### config.mk
export PLATFORM = sky130hd
export DESIGN_NAME = gba_save_sd
export DESIGN_NICKNAME = d
export VERILOG_FILES = /design/src/rtl/gba_save_sd.sv
export SDC_FILE = /design/constraint.sdc
export NUM_CORES = 1
export LEC_CHECK = 0
export ABC_AREA = 1
export CAP_MARGIN = 20
export CORE_MARGIN = 2
export CORE_UTILIZATION = 43
export DETAILED_ROUTE_END_ITERATION = 8
export HOLD_SLACK_MARGIN = 0.1
export MAX_ROUTING_LAYER = met4
export PLACE_DENSITY = 0.87
export SYNTH_ARGS = -nofsm -noshare
export SYNTH_HDL_FRONTEND = slang
export SYNTH_SLANG_ARGS = --single-unit
### constraint.sdc
create_clock -name clk_sys -period 4.65 [get_ports clk_sys]
set_input_delay 0.93 -clock clk_sys [delete_from_list [all_inputs] [get_ports clk_sys]]
set_output_delay 0.93 -clock clk_sys [all_outputs]
set_load 0.05 [all_outputs]
### src/rtl/gba_save_sd.sv
// gba_save_sd: moves the GBA cartridge backup RAM between a byte-wide
// dual-port BRAM and the mounted save image, acting as the initiator on
// the hps_io virtual-SD sector interface.
//
// Ports:
//   clk_sys, reset          system clock, async active-high reset
//   img_mounted/readonly/   image mount pulse, read-only flag and size;
//   img_size                the sector count is latched at the mount pulse
//   save_req                pulse: write backup RAM back to the image
//   cpu_save_we             gba_top wrote backup RAM (marks it dirty)
//   sd_lba/sd_rd/sd_wr      sector request to hps_io
//   sd_ack, sd_buff_*       hps_io transfer handshake and byte stream
//   bram_*                  byte-wide port into the backup RAM
//   busy/loaded/save_done   status: transfer active, save valid, save finished
module gba_save_sd #(
    parameter int SAVE_SECTORS = 256,
    parameter int ADDR_W       = 17
) (
    input  logic              clk_sys,
    input  logic              reset,
    input  logic              img_mounted,
    input  logic              img_readonly,
    input  logic [63:0]       img_size,
    input  logic              save_req,
    input  logic              cpu_save_we,
    output logic [31:0]       sd_lba,
    output logic              sd_rd,
    output logic              sd_wr,
    input  logic              sd_ack,
    input  logic [8:0]        sd_buff_addr,
    input  logic [7:0]        sd_buff_dout,
    input  logic              sd_buff_wr,
    output logic [7:0]        sd_buff_din,
    output logic [ADDR_W-1:0] bram_addr,
    output logic [7:0]        bram_wdata,
    output logic              bram_we,
    input  logic [7:0]        bram_rdata,
    output logic              busy,
    output logic              loaded,
    output logic              save_done
);

    localparam int SW = ADDR_W - 9;
    localparam logic [SW:0]   MAX_N = (SW+1)'(SAVE_SECTORS);
    localparam logic [SW:0]   ONE_N = (SW+1)'(1);
    localparam logic [SW-1:0] ONE_S = SW'(1);

    typedef enum logic [2:0] {
        IDLE, RD_REQ, RD_XFER, WR_REQ, WR_XFER, NEXT
    } state_t;

    state_t state, state_nx;

    logic [SW-1:0]     sector;
    logic [SW:0]       n_sect;
    logic [SW:0]       n_new;
    logic [31:0]       img_sects;
    logic [ADDR_W-1:0] wr_addr;
    logic              pend_load, pend_save, dirty, dir_wr, last;
    logic              take_load, take_save, sec_clr, sec_inc;
    logic              set_loaded, clr_loaded, done_nx, clr_dirty;
    logic              unused_size;

    // Partial trailing sectors are ignored; oversized images are clamped.
    assign img_sects   = img_size[40:9];
    assign unused_size = ^{img_size[63:41], img_size[8:0]};
    assign n_new = (img_sects > 32'(SAVE_SECTORS)) ? MAX_N : img_sects[SW:0];
    assign last  = ({1'b0, sector} == n_sect - ONE_N);

    assign sd_lba      = 32'(sector);
    assign sd_rd       = (state == RD_REQ);
    assign sd_wr       = (state == WR_REQ);
    assign busy        = (state != IDLE);
    assign sd_buff_din = bram_rdata;

    // Saves read the BRAM straight from hps_io's byte index; loads use the
    // address registered alongside the write data.
    assign bram_addr = (state == WR_REQ || state == WR_XFER)
                     ? {sector, sd_buff_addr} : wr_addr;

    always_ff @(posedge clk_sys or posedge reset) begin
        if (reset) state <= IDLE;
        else       state <= state_nx;
    end

    always_comb begin
        state_nx   = state;
        take_load  = 1'b0;
        take_save  = 1'b0;
        sec_clr    = 1'b0;
        sec_inc    = 1'b0;
        set_loaded = 1'b0;
        clr_loaded = 1'b0;
        done_nx    = 1'b0;
        clr_dirty  = 1'b0;
        unique case (state)
            IDLE: begin
                if (pend_load) begin
                    take_load  = 1'b1;
                    clr_loaded = 1'b1;
                    sec_clr    = 1'b1;
                    if (n_sect != '0) state_nx = RD_REQ;
                end else if (pend_save) begin
                    take_save = 1'b1;
                    if (n_sect == '0 || img_readonly || !dirty) begin
                        done_nx = 1'b1;
                    end else begin
                        sec_clr   = 1'b1;
                        clr_dirty = 1'b1;
                        state_nx  = WR_REQ;
                    end
                end
            end
            RD_REQ:  if (sd_ack)  state_nx = RD_XFER;
            RD_XFER: if (!sd_ack) state_nx = NEXT;
            WR_REQ:  if (sd_ack)  state_nx = WR_XFER;
            WR_XFER: if (!sd_ack) state_nx = NEXT;
            NEXT: begin
                // A fresh mount abandons the remaining sectors.
                if (pend_load) begin
                    state_nx = IDLE;
                end else if (last) begin
                    state_nx = IDLE;
                    if (dir_wr) done_nx    = 1'b1;
                    else        set_loaded = 1'b1;
                end else begin
                    sec_inc  = 1'b1;
                    state_nx = dir_wr ? WR_REQ : RD_REQ;
                end
            end
            default: state_nx = IDLE;
        endcase
    end

    always_ff @(posedge clk_sys or posedge reset) begin
        if (reset) begin
            sector     <= '0;
            n_sect     <= '0;
            pend_load  <= 1'b0;
            pend_save  <= 1'b0;
            dirty      <= 1'b0;
            dir_wr     <= 1'b0;
            loaded     <= 1'b0;
            save_done  <= 1'b0;
            bram_we    <= 1'b0;
            bram_wdata <= '0;
            wr_addr    <= '0;
        end else begin
            // New events win over the clear of the same cycle.
            pend_load <= img_mounted | (pend_load & ~take_load);
            pend_save <= save_req | (pend_save & ~take_save);
            dirty     <= cpu_save_we | (dirty & ~clr_dirty);
            if (img_mounted) n_sect <= n_new;
            if (sec_clr)      sector <= '0;
            else if (sec_inc) sector <= sector + ONE_S;
            if (state == IDLE) dir_wr <= (state_nx == WR_REQ);
            if (set_loaded)      loaded <= 1'b1;
            else if (clr_loaded) loaded <= 1'b0;
            save_done <= done_nx;
            bram_we   <= (state == RD_XFER) && sd_buff_wr;
            if ((state == RD_XFER) && sd_buff_wr) begin
                wr_addr    <= {sector, sd_buff_addr};
                bram_wdata <= sd_buff_dout;
            end
        end
    end

endmodule

==> Word-level counts from Yosys, hierarchy flattened <==
Cells that the tools add are included.
{ "word_totals": {"ff_bits": 52, "inputBits": 97} }
{ "classes": {"add_sub_neg": 2, "n_lt_le_gt_ge": 1, "eq_ne": 7, "muxes": 42, "n_bitwise": 9, "reduce_logical": 12} }
{ "op_table": {"columns": ["op", "n"], "rows": [
  ["$gt 32x9->1 const B", 1],
  ["$mux 1", 26],
  ["$mux 3", 7],
  ["$mux 17", 1],
  ["$mux 8", 2],
  ["$pmux 3 s5", 1],
  ["$eq 3x2->1 const B", 3],
  ["$eq 8x9->1", 1],
  ["$logic_not 9->1", 1],
  ["$mux 9", 1],
  ["$reduce_bool 9->1", 1],
  ["$sub 9x1->9 const B", 1],
  ["$add 8x1->8 const B", 1],
  ["$eq 3x3->1 const B", 2],
  ["$mux 2", 3],
  ["$reduce_bool 2->1", 2],
  ["$and 1x1->1", 3],
  ["$eq 3x1->1 const B", 1],
  ["$logic_not 3->1", 1],
  ["$logic_or 1x1->1", 3],
  ["$not 1->1", 3],
  ["$or 1x1->1", 3],
  ["$reduce_bool 3->1", 1],
  ["$pmux 1 s2", 1],
  ["3 further kinds", 3]
]} }

==> Logic depth before layout (Yosys ltp) <==
Gate-level depths: netlist (run 1).
{ "logic_depth": {"word_depth": 10, "depth_mapped": 15, "mapped_depth_nobuf": 15} }

==> Worst setup path after synthesis (run 1) <==
Ideal clock, no wire load.
{ "synth_path": {"path_kind": "flip-flop to output port", "start": "reg state[2]", "end": "out bram_addr[10]", "t_arrival_ps": 2520, "slack_ps": 1200, "stages_incl_launch_ff": 8, "cell_sequence": "dfrtp_1 -> buf_2 -> nor2_1 -> inv_1 -> o21ai_2 -> buf_2 -> nor2_1 -> a21oi_1"} }
{ "synth_between": {"elab_chain_cells": 3, "word_cells_on_any_way": 4, "cone_classes": "eq/ne: 2; mux: 1; reduce/logical: 1"} }
{ "synth_lines": {"columns": ["element", "line", "rtl"], "rows": [
  ["start: declaration", "52", "state_t state, state_nx;"],
  ["start signal: assignment", "83", "else state <= state_nx;"],
  ["$eq 3x2->1", null, null],
  ["via sd_wr", "28", "output logic sd_wr,"],
  ["$logic_or 1x1->1", "78", "assign bram_addr = (state == WR_REQ || state == WR_XFER)"],
  ["$mux 17", "79", "? {sector, sd_buff_addr} : wr_addr;"],
  ["end: declaration", "34", "output logic [ADDR_W-1:0] bram_addr,"]
]} }
The timed path passes the listed nets, and every way through them passes these cells.

==> Final worst setup path (run 1) <==
{ "layout_path": {"start": "reg state[1]", "end": "out bram_addr[12]"} }
{ "layout_between": {"elab_chain_cells": 3, "word_cells_on_any_way": 4, "cone_classes": "eq/ne: 2; mux: 1; reduce/logical: 1"} }
{ "layout_lines": {"columns": ["element", "line"], "rows": [
  ["$eq 3x2->1 or $eq 3x3->1 (tied branches)", "78"],
  ["$logic_or 1x1->1 (*)", "78"],
  ["$mux 17 (*)", "79"]
]} }
Every way passes the cells marked *; elsewhere a longest branch is shown, timed or not.

==> results of run 1 <==
-- synthesized netlist by cell type, drive strengths merged, types with 2 or more instances --
cell type / instances
nand2: 113
dfrtp: 52
inv: 52
nor2: 50
buf: 43
o21ai: 25
nand3: 23
a21oi: 15
nand4: 11
o22ai: 10
xor2: 7
nor4: 6
clkbuf: 4
o21bai: 3
ha: 2
xnor2: 2
-- stage by stage --
| step | hold slack (ps) | std cells |
|---|---|---|
| floorplan | 453.0 | 447 |
| global placement | 460.4 | 596 |
| detailed placement | 463.8 | 596 |
| CTS | 490.8 | 604 |
| global route | 512.6 | 605 |
| finish | 485.0 | 605 |
-- worst min-delay path by stage --
| stage | slack (ps) | start | depth (start not counted) | endpoint |
|---|---|---|---|---|
| CTS | 490 | bram_wdata[7]$_DFFE_PP0P_ | 2 | bram_wdata[7]$_DFFE_PP0P_ |
| global route | 510 | dirty$_DFF_PP0_ | 1 | dirty$_DFF_PP0_ |
| floorplan | 450 | dirty$_DFF_PP0_ | 1 | dirty$_DFF_PP0_ |
| finish | 480 | dirty$_DFF_PP0_ | 1 | dirty$_DFF_PP0_ |
| global placement | 460 | bram_wdata[3]$_DFFE_PP0P_ | 2 | bram_wdata[3]$_DFFE_PP0P_ |
| detailed placement | 460 | bram_wdata[7]$_DFFE_PP0P_ | 2 | bram_wdata[7]$_DFFE_PP0P_ |
-- per-layer routing --
metal | track usage, % | part of all wire, % | up-vias
li1 | - | - | 1448
met1 | 24.87 | 42 | 1392
met2 | 32.55 | 52 | 102
met3 | 2.468 | 5.3 | 11
met4 | 4.885 | 1.4 | 0
met5 | - | 0 | -
-- area by class of cell --
type | count | area, sq um
tap | 99 | 123.9
clock buffer | 5 | 68.82
multi-input combinational | 295 | 1411
sequential | 52 | 1301
clock inverter | 3 | 22.52
fill | 663 | 3063
timing repair buffer | 98 | 985.9
inverter | 53 | 198.9
-- registers in the layout, summed over array words and instances (netlist names) --
name,count
wr_addr,17
n_sect,9
bram_wdata,8
sector,8
state,3
bram_we,1
dir_wr,1
dirty,1
loaded,1
pend_load,1
pend_save,1
save_done,1
-- power groups by stage --
stage	Combinational, W	Sequential (W)	Clock, W
6_report	0.00134	0.000612	0.000267
5_1_grt	0.00143	0.000621	0.000293
4_1_cts	0.00135	0.000610	0.000274
3_5_place_dp	0.00134	0.000619	0
3_3_place_gp	0.00132	0.000613	0
2_1_floorplan	0.000845	0.000731	0
-- cells by family (layout without fill, tap and decap cells) --
kind of cell / count (synthesis) / after routing / synth area share (%)
adder cells (fa/ha/maj): 2 / 2 / 0.7926
AO/OA/AOI/OAI: 55 / 55 / 10.15
flip-flops: 52 / 52 / 41.22
buffers and inverters: 100 / 159 / 16.80
other: 1 / 24 / 0.1188
AND/OR/NAND/NOR: 205 / 205 / 28.42
XOR/XNOR: 9 / 9 / 2.497
==> results.py, run 1 <==
metrics = {
    "place": {
        "post-place-ws_ps": 1318,
        "finalWeightedCongestion": 0.8616,
        "dpl_cell_area_sq_um": 4001,
        "portBuffers": 95,
        "hpwl_um": 5721,
    },
    "route": {
        "vias_per_cell": 4.881,
        "dr.pass1.iters": 4,
        "vias": 2953,
        "drc": 0,
        "drtAntennaViolNets": 0,
        "wire_per_inst_um": 12.51,
        "finalWirelength_um": 7568,
        "drtIter0Drc": 228,
    },
    "global_route": {
        "track_usage_pct": 19.38,
        "grt_first_pass_wirelength_um": 12000,
        "grt_remaining_overflow": 0,
        "grt_pass1_vias": 2642,
        "grt_max_degree": 53,
        "antenna_found_initial": 0,
    },
    "synthesis": {
        "yosysUniqueCellTypes": 31,
        "avgSynthCellArea_sq_um": 7.445,
        "yosysSeqAreaShare_pct": 41.22,
        "syn_area_sq_um": 3157,
        "ys_warn_count": 0,
        "netlist_top_cells_area": "dfrtp_1, nand2_1, buf_4",
        "netlist_instances": 424,
        "synth_top_cell_area_share_pct": 41.22,
        "yosys_register_bits": 52,
        "async_flop_share_pct": 100.0,
        "synthFlopType": "dfrtp_1",
        "synth_edf_count": 0,
        "yosysTopAreaCell": "dfrtp_1",
    },
    "power_and_ir_drop": {
        "total_power_w": 0.002223,
        "p_int_w": 0.001071,
        "power_density_nw_per_um2": 540.6,
        "seqPwrFrac_pct": 27.5,
        "p_sw_w": 0.001152,
        "power.share.switching_pct": 51.81,
        "leakage_nw": 2.039,
        "p_clk_share_pct": 12.0,
        "ir_drop_mv": 0.5659,
        "comb_power_share_pct": 60.5,
    },
    "clock_network": {
        "clk_pin_slew_ps": 90,
        "clk_latency_ps": 310,
        "cts_hold_buf": 0,
        "cts_max_level": 2,
        "cts_tree": "done",
        "cts_buffers": 5,
        "cts_buffer_depth": 2,
        "root_buffer": "clkbuf_8",
        "cts.sinks": 52,
        "postCtsResizedCells": 0,
        "post-cts-setup-buffers": 0,
    },
    "timing": {
        "period_needed_ps": 3454,
        "tightest_slew_ps": 639.4,
        "hold_viol": 0,
        "final-setup-viol-count": 0,
        "slew_headroom_pct": 57.24,
        "slew_viol_final": 0,
        "fmax_mhz": 289.5,
        "fin_skew_ps": 9.303,
        "finalSetupTns_ps": 0,
        "finalCritPeriodShare_pct": 74.27,
        "finalWorstSetupSlack_ps": 1196,
        "rsz0062_at_grt": "no",
    },
    "worst_setup_path": {
        "cp_max_fo": 34,
        "cp_slowest_stage_delay_ps": 830,
        "slowest_stage": "clkdlybuf4s50_1",
        "reg2reg_from": "state[2]$_DFF_PP0_",
        "start_kind": "flip-flop",
        "cp.buffers_inverters": 3,
        "path_depth": 7,
        "timing.critical_path.cells": "nor2_1, inv_2, o21ai_2, buf_4, nor2_1, a21oi_1, clkdlybuf4s50_1",
        "worstReg2RegEnd": "wr_addr[1]$_DFFE_PP0P_",
        "reg2regPathDepth": 5,
        "worstSetupEndpointType": "output port",
        "required_ps": 3720,
        "r2r_slack_ps": 2610,
        "endpoint": "bram_addr[12]",
        "crit_path_start": "state[1]$_DFF_PP0_",
        "worst-setup-path-type": "flip-flop to output port",
        "cp_top_family": "buffers and inverters",
        "crit_path_frequent_cell": "nor2_1",
        "arrival_ps": 2520,
    },
    "final_layout": {
        "final_cell_mix": "nand2_1, clkdlybuf4s50_1, dfrtp_1",
        "final_area_sq_um": 4113,
        "utilization_pct": 57.31,
        "fin_nets": 604,
        "final_common_cell": "nand2_1",
        "synthToLayoutAreaGrowth_pct": 30.28,
        "drive_above_1_share_pct": 7.905,
        "antenna_cells": 0,
    },
    "die": {
        "dieArea_sq_um": 8043,
        "die_h_um": 89.68,
        "rows": 31,
        "io_pins": 168,
        "die_w_um": 89.68,
        "start_util_pct": 43.99,
        "coreArea_sq_um": 7176,
    },
    "status": {
        "status": "finished clean",
    },
    "flow_run": {
        "maxCapViolCount": 0,
    },
    "min_path": {
        "min-delay-path-class": "flip-flop to flip-flop",
    },
}
Note: power is estimated with default switching activity, not from simulation.
==> inputs of run 2 (changes only) <==
--- a/config.mk
+++ b/config.mk
@@ -8,11 +8,11 @@
 export ABC_AREA = 1
 export CAP_MARGIN = 20
 export CORE_MARGIN = 2
-export CORE_UTILIZATION = 43
+export CORE_UTILIZATION = 36
 export DETAILED_ROUTE_END_ITERATION = 8
 export HOLD_SLACK_MARGIN = 0.1
 export MAX_ROUTING_LAYER = met4
-export PLACE_DENSITY = 0.87
+export PLACE_DENSITY = 0.78
 export SYNTH_ARGS = -nofsm -noshare
 export SYNTH_HDL_FRONTEND = slang
 export SYNTH_SLANG_ARGS = --single-unit
==> constraint.sdc (replaced) <==
create_clock -name clk_sys -period 3.15 [get_ports clk_sys]
set_input_delay 0.63 -clock clk_sys [delete_from_list [all_inputs] [get_ports clk_sys]]
set_output_delay 0.63 -clock clk_sys [all_outputs]
set_load 0.05 [all_outputs]
==> run 2 against run 1 <==
Net effect: global-route usage fell by 4.1 points; setup slack got worse by 890 ps; utilization fell by 6.8 points; wire length fell by 7.0%; combinational power rose by 79%; hold slack improved by 6.0 ps; clock skew fell by 4.3 ps; register-to-register slack got worse by 1400 ps; clock-buffer cell count rose by 1; via count fell by 0.58%; clock power rose by 51%; final cell count rose by 1.5%.
==> results.py, run 2 (same netlist as run 1, synthesis figures left out) <==
metrics = {
    "status": {
        "status": "finished clean",
    },
    "power_and_ir_drop": {
        "p_sw_w": 0.001776,
        "seqPwrFrac_pct": 24.3,
        "p_int_w": 0.001929,
        "ir_drop_mv": 0.4113,
        "power_density_nw_per_um2": 853.3,
        "leakage_nw": 2.122,
        "p_clk_share_pct": 10.8,
        "power.share.switching_pct": 47.94,
        "total_power_w": 0.003705,
        "comb_power_share_pct": 64.9,
    },
    "min_path": {
        "hold_path_startpoint": "bram_wdata[4]$_DFFE_PP0P_",
        "min-delay-path-class": "flip-flop to flip-flop",
        "min_path_cells": 2,
        "holdPathEnd": "bram_wdata[4]$_DFFE_PP0P_",
    },
    "route": {
        "wire_per_inst_um": 11.47,
        "drtAntennaViolNets": 0,
        "drtIter0Drc": 133,
        "finalWirelength_um": 7040,
        "vias": 2936,
        "dr.pass1.iters": 4,
        "drc": 0,
        "vias_per_cell": 4.782,
    },
    "place": {
        "finalWeightedCongestion": 0.8774,
        "portBuffers": 95,
        "hpwl_um": 5501,
    },
    "die": {
        "die_w_um": 97.64,
        "die_h_um": 97.64,
        "coreArea_sq_um": 8593,
        "dieArea_sq_um": 9534,
        "start_util_pct": 36.74,
        "io_pins": 168,
        "rows": 34,
    },
    "worst_setup_path": {
        "worst-setup-path-type": "flip-flop to output port",
        "worstReg2RegEnd": "sector[2]$_DFFE_PP0P_",
        "r2r_slack_ps": 1240,
        "cp_max_fo": 25,
        "reg2regPathDepth": 13,
        "timing.critical_path.cells": "inv_1, o21ai_4, buf_4, nor2_1, a21oi_2, buf_12",
        "arrival_ps": 2220,
        "reg2reg_from": "n_sect[0]$_DFFE_PP0P_",
        "start_kind": "flip-flop",
        "cp_slowest_stage_delay_ps": 570,
        "slowest_stage": "o21ai_4",
        "cp.buffers_inverters": 3,
        "cp_top_family": "compound AO/OA/AOI/OAI gates",
        "required_ps": 2520,
        "worstSetupEndpointType": "output port",
    },
    "clock_network": {
        "cts_buffer_depth": 2,
        "root_buffer": "clkbuf_8",
        "clk_pin_slew_ps": 100,
        "clk_latency_ps": 300,
        "cts.sinks": 52,
        "cts_max_level": 2,
        "cts_hold_buf": 0,
        "postCtsResizedCells": 0,
        "cts_tree": "done",
        "post-cts-setup-buffers": 0,
        "cts_buffers": 5,
    },
    "timing": {
        "finalCritPeriodShare_pct": 90.40,
        "slew_viol_final": 0,
        "fin_skew_ps": 5.000,
        "hold_viol": 0,
        "tightest_slew_ps": 666.8,
        "rsz0062_at_grt": "no",
        "period_needed_ps": 2848,
        "slew_headroom_pct": 55.38,
        "final-setup-viol-count": 0,
        "hold_slack_ps": 491.0,
        "finalSetupTns_ps": 0,
        "fmax_mhz": 351.2,
    },
    "flow_run": {
        "maxCapViolCount": 0,
    },
    "final_layout": {
        "largest_reg_flops": 17,
        "fin_nets": 604,
        "final_common_cell": "nand2_1",
        "antenna_cells": 0,
        "synthToLayoutAreaGrowth_pct": 37.53,
        "reg.largest.list": "wr_addr x17, n_sect x9",
        "top_register": "wr_addr",
        "drive_above_1_share_pct": 13.04,
        "final_cell_mix": "nand2_1, clkdlybuf4s50_1, dfrtp_1",
    },
    "global_route": {
        "grt_remaining_overflow": 0,
        "grt_first_pass_wirelength_um": 11870,
        "antenna_found_initial": 0,
        "grt_pass1_vias": 2770,
        "track_usage_pct": 15.32,
        "grt_max_degree": 53,
    },
}
[run 2: worst reg2reg max path, delay by kind of cell (launching register included)]
kind,cells,cell delay [ps]
adders and majority gates,1,240
buffers and inverters,2,180
DFF,1,390
and+or+nand+nor,10,990
[run 2: power by group through the flow]
stage / logic [W] / clock network [W] / registers (W)
after global routing: 0.00251 / 0.000442 / 0.000922
after CTS: 0.00241 / 0.000418 / 0.000899
after global placement: 0.00238 / 0 / 0.000902
after detailed placement: 0.00241 / 0 / 0.000912
final: 0.00240 / 0.000402 / 0.000900
after floorplan: 0.00129 / 0 / 0.00108
[run 2: worst max path at each step]
stage / startpoint / to / slack, ps / cells after the start
finish: state[2]$_DFF_PP0_ / bram_addr[12] / 300 / 6
global placement: state[1]$_DFF_PP0_ / bram_addr[12] / 410 / 7
CTS: state[2]$_DFF_PP0_ / bram_addr[12] / 20 / 6
floorplan: state[2]$_DFF_PP0_ / bram_addr[5] / -0.4 / 7
detailed placement: state[2]$_DFF_PP0_ / bram_addr[12] / 370 / 6
global route: state[2]$_DFF_PP0_ / bram_addr[12] / 160 / 6
[run 2: cell type report]
class	instances	area, sq um
clock buffers	6	82.58
clock inverters	2	15.01
fillers	812	4252
inverters	53	198.9
multi-input cells	295	1453
flip-flops and latches	52	1301
well taps	108	135.1
repair buffers	98	1156
[run 2: metrics by stage]
step / cells / setup WS (ps) / utilization (%) / area, sq um
6_report: 614 / 302.3 / 50.52 / 4342
5_1_grt: 614 / 160.4 / 50.52 / 4342
4_1_cts: 614 / 22.49 / 50.44 / 4334
3_5_place_dp: 606 / 368.0 / 49.30 / 4237
3_3_place_gp: 606 / 407.4 / 49.30 / 4237
2_1_floorplan: 447 / -0.3602 / - / 3277
[run 2: per-layer routing]
metal	global-route usage, %	vias up	routed length (um)	share of wire, %
li1	-	1450	-	-
met1	17.34	1342	2941	42
met2	26.31	122	3447	49
met3	3.453	22	461	6.5
met4	6.090	0	189	2.7
met5	-	-	0	0
==> inputs of run 3 (changes only) <==
--- a/config.mk
+++ b/config.mk
@@ -7,12 +7,14 @@
 export LEC_CHECK = 0
 export ABC_AREA = 1
 export CAP_MARGIN = 20
+export CORE_ASPECT_RATIO = 0.8
 export CORE_MARGIN = 2
 export CORE_UTILIZATION = 36
 export DETAILED_ROUTE_END_ITERATION = 8
 export HOLD_SLACK_MARGIN = 0.1
 export MAX_ROUTING_LAYER = met4
 export PLACE_DENSITY = 0.78
+export SKIP_CTS_REPAIR_TIMING = 1
 export SYNTH_ARGS = -nofsm -noshare
 export SYNTH_HDL_FRONTEND = slang
 export SYNTH_SLANG_ARGS = --single-unit
==> run 3 against run 2 <==
Net effect: via count decreased by 3.2%; maximum frequency increased by 0.83%; combinational power about the same; register-to-register slack got worse by 40 ps; clock power increased by 8.0%; final cell count increased by 0.33%; clock skew decreased by 1.0 ps; utilization increased by 0.58 points; sequential power increased by 0.4%; global-route usage increased by 1.5 points; flip-flop and latch count unchanged.
==> results.py, run 3 (same netlist as run 1, synthesis figures left out) <==
metrics = {
    "power_and_ir_drop": {
        "leakage_nw": 2.124,
        "power_density_nw_per_um2": 866.0,
        "ir_drop_mv": 0.4545,
        "total_power_w": 0.003754,
    },
    "worst_setup_path": {
        "slowest_stage": "o21ai_4",
        "start_kind": "flip-flop",
        "required_ps": 2520,
        "reg2regPathDepth": 12,
        "worst-setup-path-type": "flip-flop to output port",
        "reg2reg_from": "n_sect[0]$_DFFE_PP0P_",
        "path_depth": 6,
        "cp_top_family": "compound AO/OA/AOI/OAI gates",
        "worstReg2RegEnd": "sector[3]$_DFFE_PP0P_",
        "cp.buffers_inverters": 3,
        "cp_slowest_stage_delay_ps": 520,
        "arrival_ps": 2190,
        "worstSetupEndpointType": "output port",
        "r2r_slack_ps": 1200,
        "timing.critical_path.cells": "inv_1, o21ai_4, buf_4, nor2_1, a21oi_2, buf_12",
        "cp_max_fo": 22,
    },
    "min_path": {
        "holdPathEnd": "bram_wdata[3]$_DFFE_PP0P_",
        "min_path_cells": 2,
        "hold_path_startpoint": "bram_wdata[3]$_DFFE_PP0P_",
        "min-delay-path-class": "flip-flop to flip-flop",
    },
    "clock_network": {
        "cts.sinks": 52,
        "clk_latency_ps": 290,
        "cts_tree": "done",
        "cts_max_level": 2,
        "cts_buffer_depth": 2,
        "clk_pin_slew_ps": 90,
        "root_buffer": "clkbuf_8",
        "cts_buffers": 5,
    },
    "die": {
        "start_util_pct": 37.21,
        "coreArea_sq_um": 8483,
        "die_h_um": 87.76,
        "rows": 30,
        "io_pins": 168,
        "die_w_um": 108.7,
        "dieArea_sq_um": 9539,
    },
    "route": {
        "drtAntennaViolNets": 0,
        "drc": 0,
        "wire_per_inst_um": 12.31,
        "finalWirelength_um": 7583,
        "vias": 2841,
        "dr.pass1.iters": 5,
        "vias_per_cell": 4.612,
        "drtIter0Drc": 106,
    },
    "timing": {
        "fin_skew_ps": 3.982,
        "finalCritPeriodShare_pct": 89.66,
        "period_needed_ps": 2824,
        "tightest_slew_ps": 638.6,
        "slew_headroom_pct": 57.30,
        "rsz0062_at_grt": "no",
        "hold_viol": 0,
        "hold_slack_ps": 487.6,
        "final-setup-viol-count": 0,
        "fmax_mhz": 354.1,
        "slew_viol_final": 0,
    },
    "final_layout": {
        "synthToLayoutAreaGrowth_pct": 37.34,
        "antenna_cells": 0,
        "reg.largest.list": "wr_addr x17, n_sect x9",
        "finalNonFillerCells": 616,
        "top_register": "wr_addr",
        "final_cell_mix": "nand2_1, clkdlybuf4s50_1, dfrtp_1",
        "drive_above_1_share_pct": 12.70,
        "largest_reg_flops": 17,
        "fin_nets": 604,
        "final_common_cell": "nand2_1",
        "final_area_sq_um": 4335,
    },
    "global_route": {
        "grt_first_pass_wirelength_um": 12600,
        "grt.busiest_layer": "met2",
        "met1_usage_pct": 22.19,
        "grt_remaining_overflow": 0,
        "track_usage_pct": 16.84,
        "grt_use_met3_pct": 3.051,
        "grt_max_degree": 37,
        "antenna_found_initial": 0,
        "gr-usage-met2_pct": 27.39,
        "grt_pass1_vias": 2796,
    },
    "place": {
        "dpl_cell_area_sq_um": 4229,
        "hpwl_um": 5951,
        "dp_cells": 610,
        "portBuffers": 95,
        "finalWeightedCongestion": 0.8497,
    },
    "status": {
        "status": "finished clean",
    },
    "flow_run": {
        "maxCapViolCount": 0,
    },
}
[run 3: cell types whose count changed in the layout (fill, tap and decap cells not counted), sizes merged]
| cell | delta |
|---|---|
| clkinvlp | -2 |
| bufinv | +1 |
| clkbuf | -1 |
[run 3: layout make-up]
class	count	area, sq um
Fill cell	831	4148
Multi-Input combinational cell	295	1453
Sequential cell	52	1301
Timing Repair Buffer	98	1144
Inverter	53	198.9
Tap cell	112	140.1
Clock buffer	5	68.82
Clock inverter	1	30.03
[run 3: report_power, final]
part	internal (W)	switching (W)	total (W)
clock network	0.000228	0.000205	0.000434
registers	0.000811	0.0000922	0.000904
logic	0.000938	0.00148	0.00242
total	0.00198	0.00178	0.00375
[run 3: worst max path at each step]
| stage | from | endpoint | slack [ps] |
|---|---|---|---|
| after floorplan | state[2]$_DFF_PP0_ | bram_addr[5] | -0.4 |
| final | state[2]$_DFF_PP0_ | bram_addr[13] | 330 |
| after global placement | state[1]$_DFF_PP0_ | bram_addr[12] | 470 |
| after detailed placement | state[2]$_DFF_PP0_ | bram_addr[13] | 390 |
| after CTS | state[2]$_DFF_PP0_ | bram_addr[13] | 50 |
| after global routing | state[2]$_DFF_PP0_ | bram_addr[10] | 150 |
[run 3: metrics by stage]
stage          setup TNS [ps]  setup slack, ps  utilization (%)
4_1_cts                     0            54.78            51.02
2_1_floorplan         -0.3602          -0.3602                -
6_report                    0            325.7            51.11
3_3_place_gp                0            470.3            49.85
3_5_place_dp                0            393.7            49.85
5_1_grt                     0            149.4            51.11
[run 3: metal layers]
| metal | part of all wire (%) | up-vias |
|---|---|---|
| li1 | - | 1447 |
| met1 | 46 | 1289 |
| met2 | 47 | 97 |
| met3 | 5.8 | 8 |
| met4 | 0.83 | 0 |
| met5 | 0 | - |
[run 3: worst register-to-register path: cells and delay by family, from the launching register on]
kind                     cells  cell delay, ps
adder cells (fa/ha/maj)      1             240
AO/OA/AOI/OAI                1             250
flip-flops                   1             380
AND/OR/NAND/NOR              9             910
buffers and inverters        1             120
